--- src/rtl/wb_port.sv ---
// Register-file write port arbiter: merges the 1-cycle pipeline writeback with a
// small FIFO of long-latency results and tracks which registers await such results.
module wb_port #(
   parameter int unsigned QDEPTH = 2
) (
   input  logic                    CLK,
   input  logic                    RST_N,
   input  logic                    pipe_wr_en,
   input  logic [4:0]              pipe_rd,
   input  logic [31:0]             pipe_data,
   input  logic                    lu_valid,
   output logic                    lu_ready,
   input  logic [4:0]              lu_rd,
   input  logic [31:0]             lu_data,
   input  logic                    issue_en,
   input  logic [4:0]              issue_rd,
   output logic [4:0]              rwd,
   output logic [31:0]             wb_data,
   output logic [31:0]             busy_mask,
   output logic [$clog2(QDEPTH):0] q_count
);

   localparam int unsigned PW = $clog2(QDEPTH);
   localparam int unsigned CW = PW + 1;

   logic [4:0]    ent_rd_q   [QDEPTH];
   logic [31:0]   ent_data_q [QDEPTH];
   logic [PW-1:0] wr_ptr_q, wr_ptr_d;
   logic [PW-1:0] rd_ptr_q, rd_ptr_d;
   logic [CW-1:0] count_q, count_d;
   logic          ready_q, ready_d;
   logic [4:0]    rwd_q, rwd_d;
   logic [31:0]   wb_data_q, wb_data_d;
   logic [31:0]   busy_q, busy_d;

   logic          pipe_req;
   logic          pop;
   logic          push;
   logic [31:0]   set_mask;
   logic [31:0]   clr_mask;

   // Write-port selection, queue bookkeeping and busy-mask next state.
   // Pop decisions use the queue contents before this edge, so an entry pushed
   // at an edge can only be written at a later edge.
   always_comb begin
      pipe_req  = pipe_wr_en && (pipe_rd != 5'd0);
      pop       = !pipe_req && (count_q != '0);
      // ready_q gates acceptance; a zero destination is accepted but dropped
      push      = lu_valid && ready_q && (lu_rd != 5'd0);

      rwd_d     = 5'd0;
      wb_data_d = 32'd0;
      if (pipe_req) begin
         rwd_d     = pipe_rd;
         wb_data_d = pipe_data;
      end else if (pop) begin
         rwd_d     = ent_rd_q[rd_ptr_q];
         wb_data_d = ent_data_q[rd_ptr_q];
      end

      wr_ptr_d = push ? wr_ptr_q + PW'(1) : wr_ptr_q;
      rd_ptr_d = pop  ? rd_ptr_q + PW'(1) : rd_ptr_q;
      count_d  = count_q + CW'(push) - CW'(pop);
      ready_d  = count_d < CW'(QDEPTH);

      // a same-edge issue to the popped register must keep the bit set
      clr_mask = pop ? (32'd1 << ent_rd_q[rd_ptr_q]) : 32'd0;
      set_mask = (issue_en && (issue_rd != 5'd0)) ? (32'd1 << issue_rd) : 32'd0;
      busy_d   = ((busy_q & ~clr_mask) | set_mask) & ~32'd1;
   end

   // Control state and registered outputs; reset clears everything at once.
   always_ff @(posedge CLK or negedge RST_N) begin
      if (!RST_N) begin
         wr_ptr_q  <= '0;
         rd_ptr_q  <= '0;
         count_q   <= '0;
         ready_q   <= 1'b0;
         rwd_q     <= 5'd0;
         wb_data_q <= 32'd0;
         busy_q    <= 32'd0;
      end else begin
         wr_ptr_q  <= wr_ptr_d;
         rd_ptr_q  <= rd_ptr_d;
         count_q   <= count_d;
         ready_q   <= ready_d;
         rwd_q     <= rwd_d;
         wb_data_q <= wb_data_d;
         busy_q    <= busy_d;
      end
   end

   // Queue storage; contents are only meaningful under the pointers, so no reset.
   always_ff @(posedge CLK) begin
      if (push) begin
         ent_rd_q[wr_ptr_q]   <= lu_rd;
         ent_data_q[wr_ptr_q] <= lu_data;
      end
   end

   assign lu_ready  = ready_q;
   assign rwd       = rwd_q;
   assign wb_data   = wb_data_q;
   assign busy_mask = busy_q;
   assign q_count   = count_q;

endmodule
--- config.mk ---
export PLATFORM = sky130hd
export DESIGN_NAME = wb_port
export DESIGN_NICKNAME = d
export VERILOG_FILES = /design/src/rtl/wb_port.sv
export SDC_FILE = /design/constraint.sdc
export NUM_CORES = 1
export LEC_CHECK = 0
export BUFFER_PORTS_ARGS = -buffer_cell sky130_fd_sc_hd__buf_2
export CORE_ASPECT_RATIO = 0.5
export CORE_UTILIZATION = 58
export CTS_BUF_LIST = sky130_fd_sc_hd__clkbuf_8
export DETAILED_ROUTE_END_ITERATION = 16
export PLACE_DENSITY = 0.89
export SYNTH_ARGS = -nofsm -noshare
export SYNTH_HDL_FRONTEND = slang
export SYNTH_SLANG_ARGS = --single-unit
--- constraint.sdc ---
create_clock -name CLK -period 4.3 [get_ports CLK]
set_clock_uncertainty 0.05 [all_clocks]
set_input_delay 0.86 -clock CLK [delete_from_list [all_inputs] [get_ports CLK]]
set_output_delay 0.86 -clock CLK [all_outputs]
set_load 0.01 [all_outputs]
==> results.sh, run 1 <==
export IMPL_fin_crit_sh_pct=61.9
export IMPL_synthTopCellsByArea="edfxtp_1, dfrtp_1, mux2i_1, o41ai_1, o31ai_1"
export IMPL_initial_core_util_pct=60.5
export IMPL_path_class="primary input to flip-flop"
export IMPL_layout_drive_gt1_share_pct=34.3
export IMPL_ys_ff_latch=147
export IMPL_vdd_drop_max_v=0.000321
export IMPL_finalNonFillerCells=709
export IMPL_cts_sink_count=147
export IMPL_worstPathArrival_ns=2.94
export IMPL_post_cts_buffers=0
export IMPL_fmax_mhz=376
export IMPL_synth_compound_area_share_pct=13.1
export IMPL_pwr_share_seq_pct=44.9
export IMPL_cts_tree="yes"
export IMPL_synth_top_cell_area_share_pct=38.5
export IMPL_synthAdderAreaFrac_pct=0.434
export IMPL_die_area_sq_um=10400
export IMPL_grt_util_all_layers_pct=26.4
export IMPL_totalWireLength_mm=12.6
export IMPL_relSlewSlack_pct=12.8
export IMPL_mostFrequentLayoutCells="buf_2, edfxtp_1, dfrtp_1, nand2_1"
export IMPL_synth_seq_area_share_pct=70.2
export IMPL_io_buffers=154
export IMPL_h_tree_depth=4
export IMPL_finalSetupViolCount=0
export IMPL_io_pins=156
export IMPL_grt_pass1_vias=4006
export IMPL_end_kind="flip-flop"
export IMPL_avgRoutedWirePerCell_microns=17.7
export IMPL_vias_per_cell=5.68
export IMPL_rsz0062_at_grt="false"
export IMPL_whs_ns=0.451
export IMPL_synth_edff_count=74
export IMPL_synth_mux_area_fraction_pct=6.10
export IMPL_cts_buffers=17
export IMPL_status="finished, final reports clean"
export IMPL_dp_hpwl_mm=8.20
export IMPL_synth_top_family_by_area="compound AO/OA/AOI/OAI gates"
export IMPL_clk_latency_ns=0.44
export IMPL_antenna_found_initial=0
export IMPL_p_int_uw=3050
export IMPL_combinationalPowerShare_pct=29.8
export IMPL_start_kind="primary input"
export IMPL_synth_xor_area_share_pct=0.607
export IMPL_core_area_sq_um=9540
export IMPL_vias=4026
export IMPL_antennaDiodeCount=0
export IMPL_nets=647
export IMPL_avgSynthCellArea_sq_um=14.1
export IMPL_holdBufCountCts=0
export IMPL_synth_ff_type="edfxtp_1"
export IMPL_first_pass_iters=5
export IMPL_hold_path_class="flip-flop to flip-flop"
export IMPL_drt_initial_drc_count=312
export IMPL_clkTransAtPathRegs_ns=0.07
export IMPL_final_common_cell="buf_2"
export IMPL_fin_area_sq_um=7070
export IMPL_synthCells=408
export IMPL_async_reset_ff_share_pct=49.7
export IMPL_path_max_fanout=4
export IMPL_p_switching_uw=1560
export IMPL_cap_viol_max_count=0
export IMPL_timing_setup_tns_ns=0
export IMPL_synth_cell_types=37
export IMPL_synth_simple_area_share_pct=6.68
export IMPL_placed_cells=677
export IMPL_total_power_uw=4620
export IMPL_worstMarginPinSlew_ns=1.30
export IMPL_leakage_uw=0.00303
export IMPL_power_density_nw_per_um2=653
export IMPL_grt_max_degree=99
export IMPL_grt_pass1_wl_mm=19.9
export IMPL_ant_nets=0
export IMPL_clk_path_buf_depth=2
export IMPL_dpl_cell_area_sq_um=6630
export IMPL_fp_dieW_microns=143
export IMPL_cts_resized_gates=0
export IMPL_area_delta_synth_final_pct=22.5
export IMPL_cts_root_buf="clkbuf_8"
export IMPL_syn_area_sq_um=5770
export IMPL_clkPwrFrac_pct=25.4
export IMPL_final_hold_violation_count=0
export IMPL_critPathRequiredTime_ns=4.58
export IMPL_swShare_pct=33.8
export IMPL_synth_nets=494
export IMPL_grt_overflow=0
export IMPL_place_gp_congestion=0.829
export IMPL_yosysWarnings=0
export IMPL_drv_slew=0
export IMPL_drc_errors=0
export IMPL_period_needed_ns=2.66
export IMPL_yosysTopAreaCell="edfxtp_1"
export IMPL_rows=25
export IMPL_die_h_microns=72.5
==> final timing paths <==
kind,slack [ns],startpoint,cells past startpoint,to
max reg2reg,1.92,rd_ptr_q$_DFFE_PN0P_,5,busy_mask[21]$_DFF_PN0_
min,0.45,busy_mask[26]$_DFF_PN0_,2,busy_mask[26]$_DFF_PN0_
min in group asynchronous,0.49,RST_N,1,busy_mask[13]$_DFF_PN0_
max in group asynchronous,3.05,RST_N,1,rd_ptr_q$_DFFE_PN0P_
max,1.64,lu_rd[0],9,q_count[1]$_DFF_PN0_
min reg2reg,0.45,busy_mask[26]$_DFF_PN0_,2,busy_mask[26]$_DFF_PN0_
==> registers in the layout, summed over array words and instances, names as in the netlist <==
register,count
busy_mask,31
ent_data_q,64
ent_rd_q,10
lu_ready,1
q_count,2
rd_ptr_q,1
rwd,5
wb_data,32
wr_ptr_q,1
==> critical path, stage by stage <==
cell	delay, ns
buf_2	0.11
or4_1	0.51
o211ai_1	0.53
ha_1	0.34
inv_1	0.06
ha_1	0.14
xnor2_1	0.13
xor2_1	0.20
inv_1	0.06
==> synth_stat cells (5+ instances only) <==
master and number:
nand2_1 54, buf_2 5, nor2_1 9, dfrtp_1 73
buf_6 5, clkbuf_1 10, mux2i_1 34, o21ai_0 23
o31ai_1 34, inv_1 8, edfxtp_1 74, o41ai_1 31
==> through the flow <==
stage	setup WS [ns]	utilization, %
floorplan	1.13	-
global placement	1.23	69.4
detailed placement	1.17	69.4
CTS	1.65	74.1
global route	1.53	74.1
finish	1.64	74.1
==> power groups by stage <==
stage / registers (uW) / clock network [uW] / logic (uW)
after floorplan: 2200 / 0 / 716
after global placement: 2080 / 0 / 1330
after detailed placement: 2090 / 0 / 1380
after CTS: 2070 / 1180 / 1380
after global routing: 2110 / 1240 / 1510
final: 2070 / 1170 / 1370
==> per-layer routing <==
metal	up-vias	global-route usage, %	share of wire, %
li1	1877	-	-
met2	165	44.2	51
met4	0	14.3	2.3
met5	-	0	0
met1	1961	32.7	41
met3	23	5.81	5.7
==> layout make-up <==
type / count / area [sq um]
Sequential cell: 147 / 4050
Clock buffer: 17 / 234
Multi-Input combinational cell: 230 / 1580
Tap cell: 135 / 169
Fill cell: 622 / 2470
Clock inverter: 15 / 206
Inverter: 8 / 30.0
Timing Repair Buffer: 157 / 796
==> cells by family after synthesis <==
logic type	after synthesis
flip-flops	147
AO/OA/AOI/OAI	104
AND/OR/NAND/NOR	84
multiplexers	35
buffers and inverters	31
XOR/XNOR	4
adder cells (fa/ha/maj)	2
other	1
(Power assumes the default switching activity.)
==> inputs of run 2 (changes only) <==
--- a/config.mk
+++ b/config.mk
@@ -7,10 +7,10 @@
 export LEC_CHECK = 0
 export BUFFER_PORTS_ARGS = -buffer_cell sky130_fd_sc_hd__buf_2
 export CORE_ASPECT_RATIO = 0.5
-export CORE_UTILIZATION = 58
+export CORE_UTILIZATION = 49
 export CTS_BUF_LIST = sky130_fd_sc_hd__clkbuf_8
 export DETAILED_ROUTE_END_ITERATION = 16
-export PLACE_DENSITY = 0.89
+export PLACE_DENSITY = 0.8
 export SYNTH_ARGS = -nofsm -noshare
 export SYNTH_HDL_FRONTEND = slang
 export SYNTH_SLANG_ARGS = --single-unit
==> constraint.sdc (replaced) <==
create_clock -name CLK -period 2.2 [get_ports CLK]
set_clock_uncertainty 0.05 [all_clocks]
set_input_delay 0.44 -clock CLK [delete_from_list [all_inputs] [get_ports CLK]]
set_output_delay 0.44 -clock CLK [all_outputs]
set_load 0.01 [all_outputs]
==> run 2 against run 1 <==
  * The flow now finishes with violations (setup timing)
  * Count of clock-buffer cells in the layout increased by 1
  * Final area increased by 2.6%
  * Critical path depth increased by 2
  * Wire length increased by 3.2%
  * Clock power increased by 100%
  * Worst hold slack got worse by 0.31 ns
  * Sequential share of layout area decreased by 1.4 points
  * Critical path type unchanged
  * Critical endpoint unchanged
  * Largest cell class unchanged
  * Largest power group unchanged
  * Highest routed layer unchanged
==> results.sh, run 2 (synthesis results as in run 1) <==
export IMPL_end_kind="flip-flop"
export IMPL_final_fill_count=881
export IMPL_combinationalPowerShare_pct=29.9
export IMPL_cpPeakStageDelay_ns=0.52
export IMPL_fin_crit_sh_pct=101
export IMPL_regMostFlops="ent_data_q"
export IMPL_clk_path_buf_depth=2
export IMPL_grt_pass1_vias=4076
export IMPL_area_delta_synth_final_pct=25.6
export IMPL_rows=27
export IMPL_vias=4050
export IMPL_path_common_cell="inv_1"
export IMPL_mostFrequentLayoutCells="buf_2, edfxtp_1, dfrtp_1, nand2_1"
export IMPL_start_kind="primary input"
export IMPL_io_pins=156
export IMPL_ant_nets=0
export IMPL_h_tree_depth=4
export IMPL_drt_initial_drc_count=287
export IMPL_cts_sink_count=147
export IMPL_violations="setup timing"
export IMPL_min_path_cells=1
export IMPL_power_density_nw_per_um2=1270
export IMPL_worstMarginPinSlew_ns=1.15
export IMPL_path_max_fanout=2
export IMPL_p_switching_uw=3050
export IMPL_cts_root_buf="clkbuf_8"
export IMPL_period_needed_ns=2.23
export IMPL_timing_setup_tns_ns=-0.0294
export IMPL_critPathLaunch="pipe_rd[4]"
export IMPL_largest_register_ffs=64
export IMPL_fp_dieW_microns=155
export IMPL_status="complete, but fails checks"
export IMPL_core_area_sq_um=11200
export IMPL_first_pass_iters=5
export IMPL_post_cts_buffers=0
export IMPL_final_common_cell="buf_2"
export IMPL_fin_ws_ns=-0.0294
export IMPL_io_buffers=154
export IMPL_cts_buffers=17
export IMPL_avgRoutedWirePerCell_microns=17.4
export IMPL_swShare_pct=33.1
export IMPL_layout_drive_gt1_share_pct=36.1
export IMPL_dp_slack_ns=-0.398
export IMPL_worstPathArrival_ns=2.48
export IMPL_path_class="primary input to flip-flop"
export IMPL_ff_latch_area_sq_um=4050
export IMPL_grt_overflow=0
export IMPL_grt_max_degree=99
export IMPL_vdd_drop_max_v=0.000540
export IMPL_drv_slew=0
export IMPL_drc_errors=0
export IMPL_finalSetupViolCount=1
export IMPL_clkTransAtPathRegs_ns=0.08
export IMPL_cts_tree="yes"
export IMPL_critPathRequiredTime_ns=2.45
export IMPL_nets=661
export IMPL_die_area_sq_um=12200
export IMPL_fmax_mhz=449
export IMPL_totalWireLength_mm=13.0
export IMPL_clk_latency_ns=0.43
export IMPL_antennaDiodeCount=0
export IMPL_hold_path_endpoint="ent_data_q[0][15]$_DFFE_PP_"
export IMPL_grt_pass1_wl_mm=20.7
export IMPL_leakage_uw=0.00314
export IMPL_die_h_microns=78.7
export IMPL_initial_core_util_pct=51.4
export IMPL_cap_viol_max_count=0
export IMPL_critical_path_buf_inv_count=4
export IMPL_reg2reg_slack_ns=0.16
export IMPL_whs_ns=0.141
export IMPL_hold_path_class="primary input to flip-flop"
export IMPL_multi_input_area_sq_um=1600
export IMPL_pwr_share_seq_pct=44.3
export IMPL_antenna_found_initial=0
export IMPL_p_int_uw=6180
export IMPL_cpMaxStageDelayCell="or4_4"
export IMPL_grt_util_all_layers_pct=22.4
export IMPL_dp_hpwl_mm=8.60
export IMPL_relSlewSlack_pct=23.5
export IMPL_crit_chain="buf_2, or4_4, o21a_4, or2_4, inv_1, ha_1, inv_1, ha_2, xnor2_2, xor2_1, inv_1"
export IMPL_clkPwrFrac_pct=25.8
export IMPL_final_hold_violation_count=0
export IMPL_regToRegStartpoint="lu_ready$_DFF_PN0_"
export IMPL_worst_path_dominant_cell_family="simple AND/OR/NAND/NOR gates"
export IMPL_reg2reg_depth=3
export IMPL_reg2reg_to="ent_data_q[1][13]$_DFFE_PP_"
export IMPL_hp_start="lu_data[15]"
export IMPL_place_gp_congestion=0.842
export IMPL_vias_per_cell=5.42
-- run 2: changes by cell type in the layout (fill, tap and decap cells not counted), sizes merged --
cell	delta
dlygate4sd3	+1
inv	+3
clkinv	-1
clkinvlp	-4
clkbuf	+1
bufinv	+1
buf	+13
-- run 2: timing repair --
action	in CTS	in global routing
resized for setup	0	3
hold buffers	1	0
hold endpoints to repair	20	0
setup endpoints to repair	0	4
-- run 2: how the worst max path moves through the flow --
stage / endpoint / slack, ns / cells after the start
detailed placement: q_count[1]$_DFF_PN0_ / -0.40 / 11
global placement: q_count[1]$_DFF_PN0_ / -0.32 / 11
CTS: q_count[1]$_DFF_PN0_ / 0.07 / 11
global route: q_count[1]$_DFF_PN0_ / -0.04 / 11
floorplan: ent_data_q[0][0]$_DFFE_PP_ / -0.55 / 3
finish: q_count[1]$_DFF_PN0_ / -0.03 / 11
-- run 2: area by class of cell --
type | instances | area share, %
Timing Repair Buffer | 171 | 12.6
Clock inverter | 14 | 2.87
Clock buffer | 18 | 3.42
Inverter | 8 | 0.414
Sequential cell | 147 | 55.9
Multi-Input combinational cell | 230 | 22.0
Tap cell | 159 | 2.75
-- run 2: layer usage --
metal / wire length [microns] / vias up / track usage (%)
li1: - / 1900 / -
met1: 5500 / 1982 / 27.6
met2: 6550 / 144 / 38.6
met3: 711 / 24 / 5.68
met4: 214 / 0 / 8.43
met5: 0 / - / 0
-- run 2: power groups by stage --
stage               Clock (uW)  Sequential [uW]  Combinational (uW)
floorplan                    0             4300                1400
finish                    2380             4090                2760
global placement             0             4100                2650
detailed placement           0             4130                2730
CTS                       2420             4080                2750
global route              2540             4160                3030
-- run 2: through the flow --
step | instance area (sq um) | utilization, % | total power (uW) | instances
global route | 7250 | 64.6 | 9730 | 747
finish | 7250 | 64.6 | 9240 | 747
detailed placement | 6770 | 60.3 | 6860 | 714
global placement | 6770 | 60.3 | 6740 | 714
CTS | 7230 | 64.5 | 9250 | 747
floorplan | 5770 | - | 5700 | 408
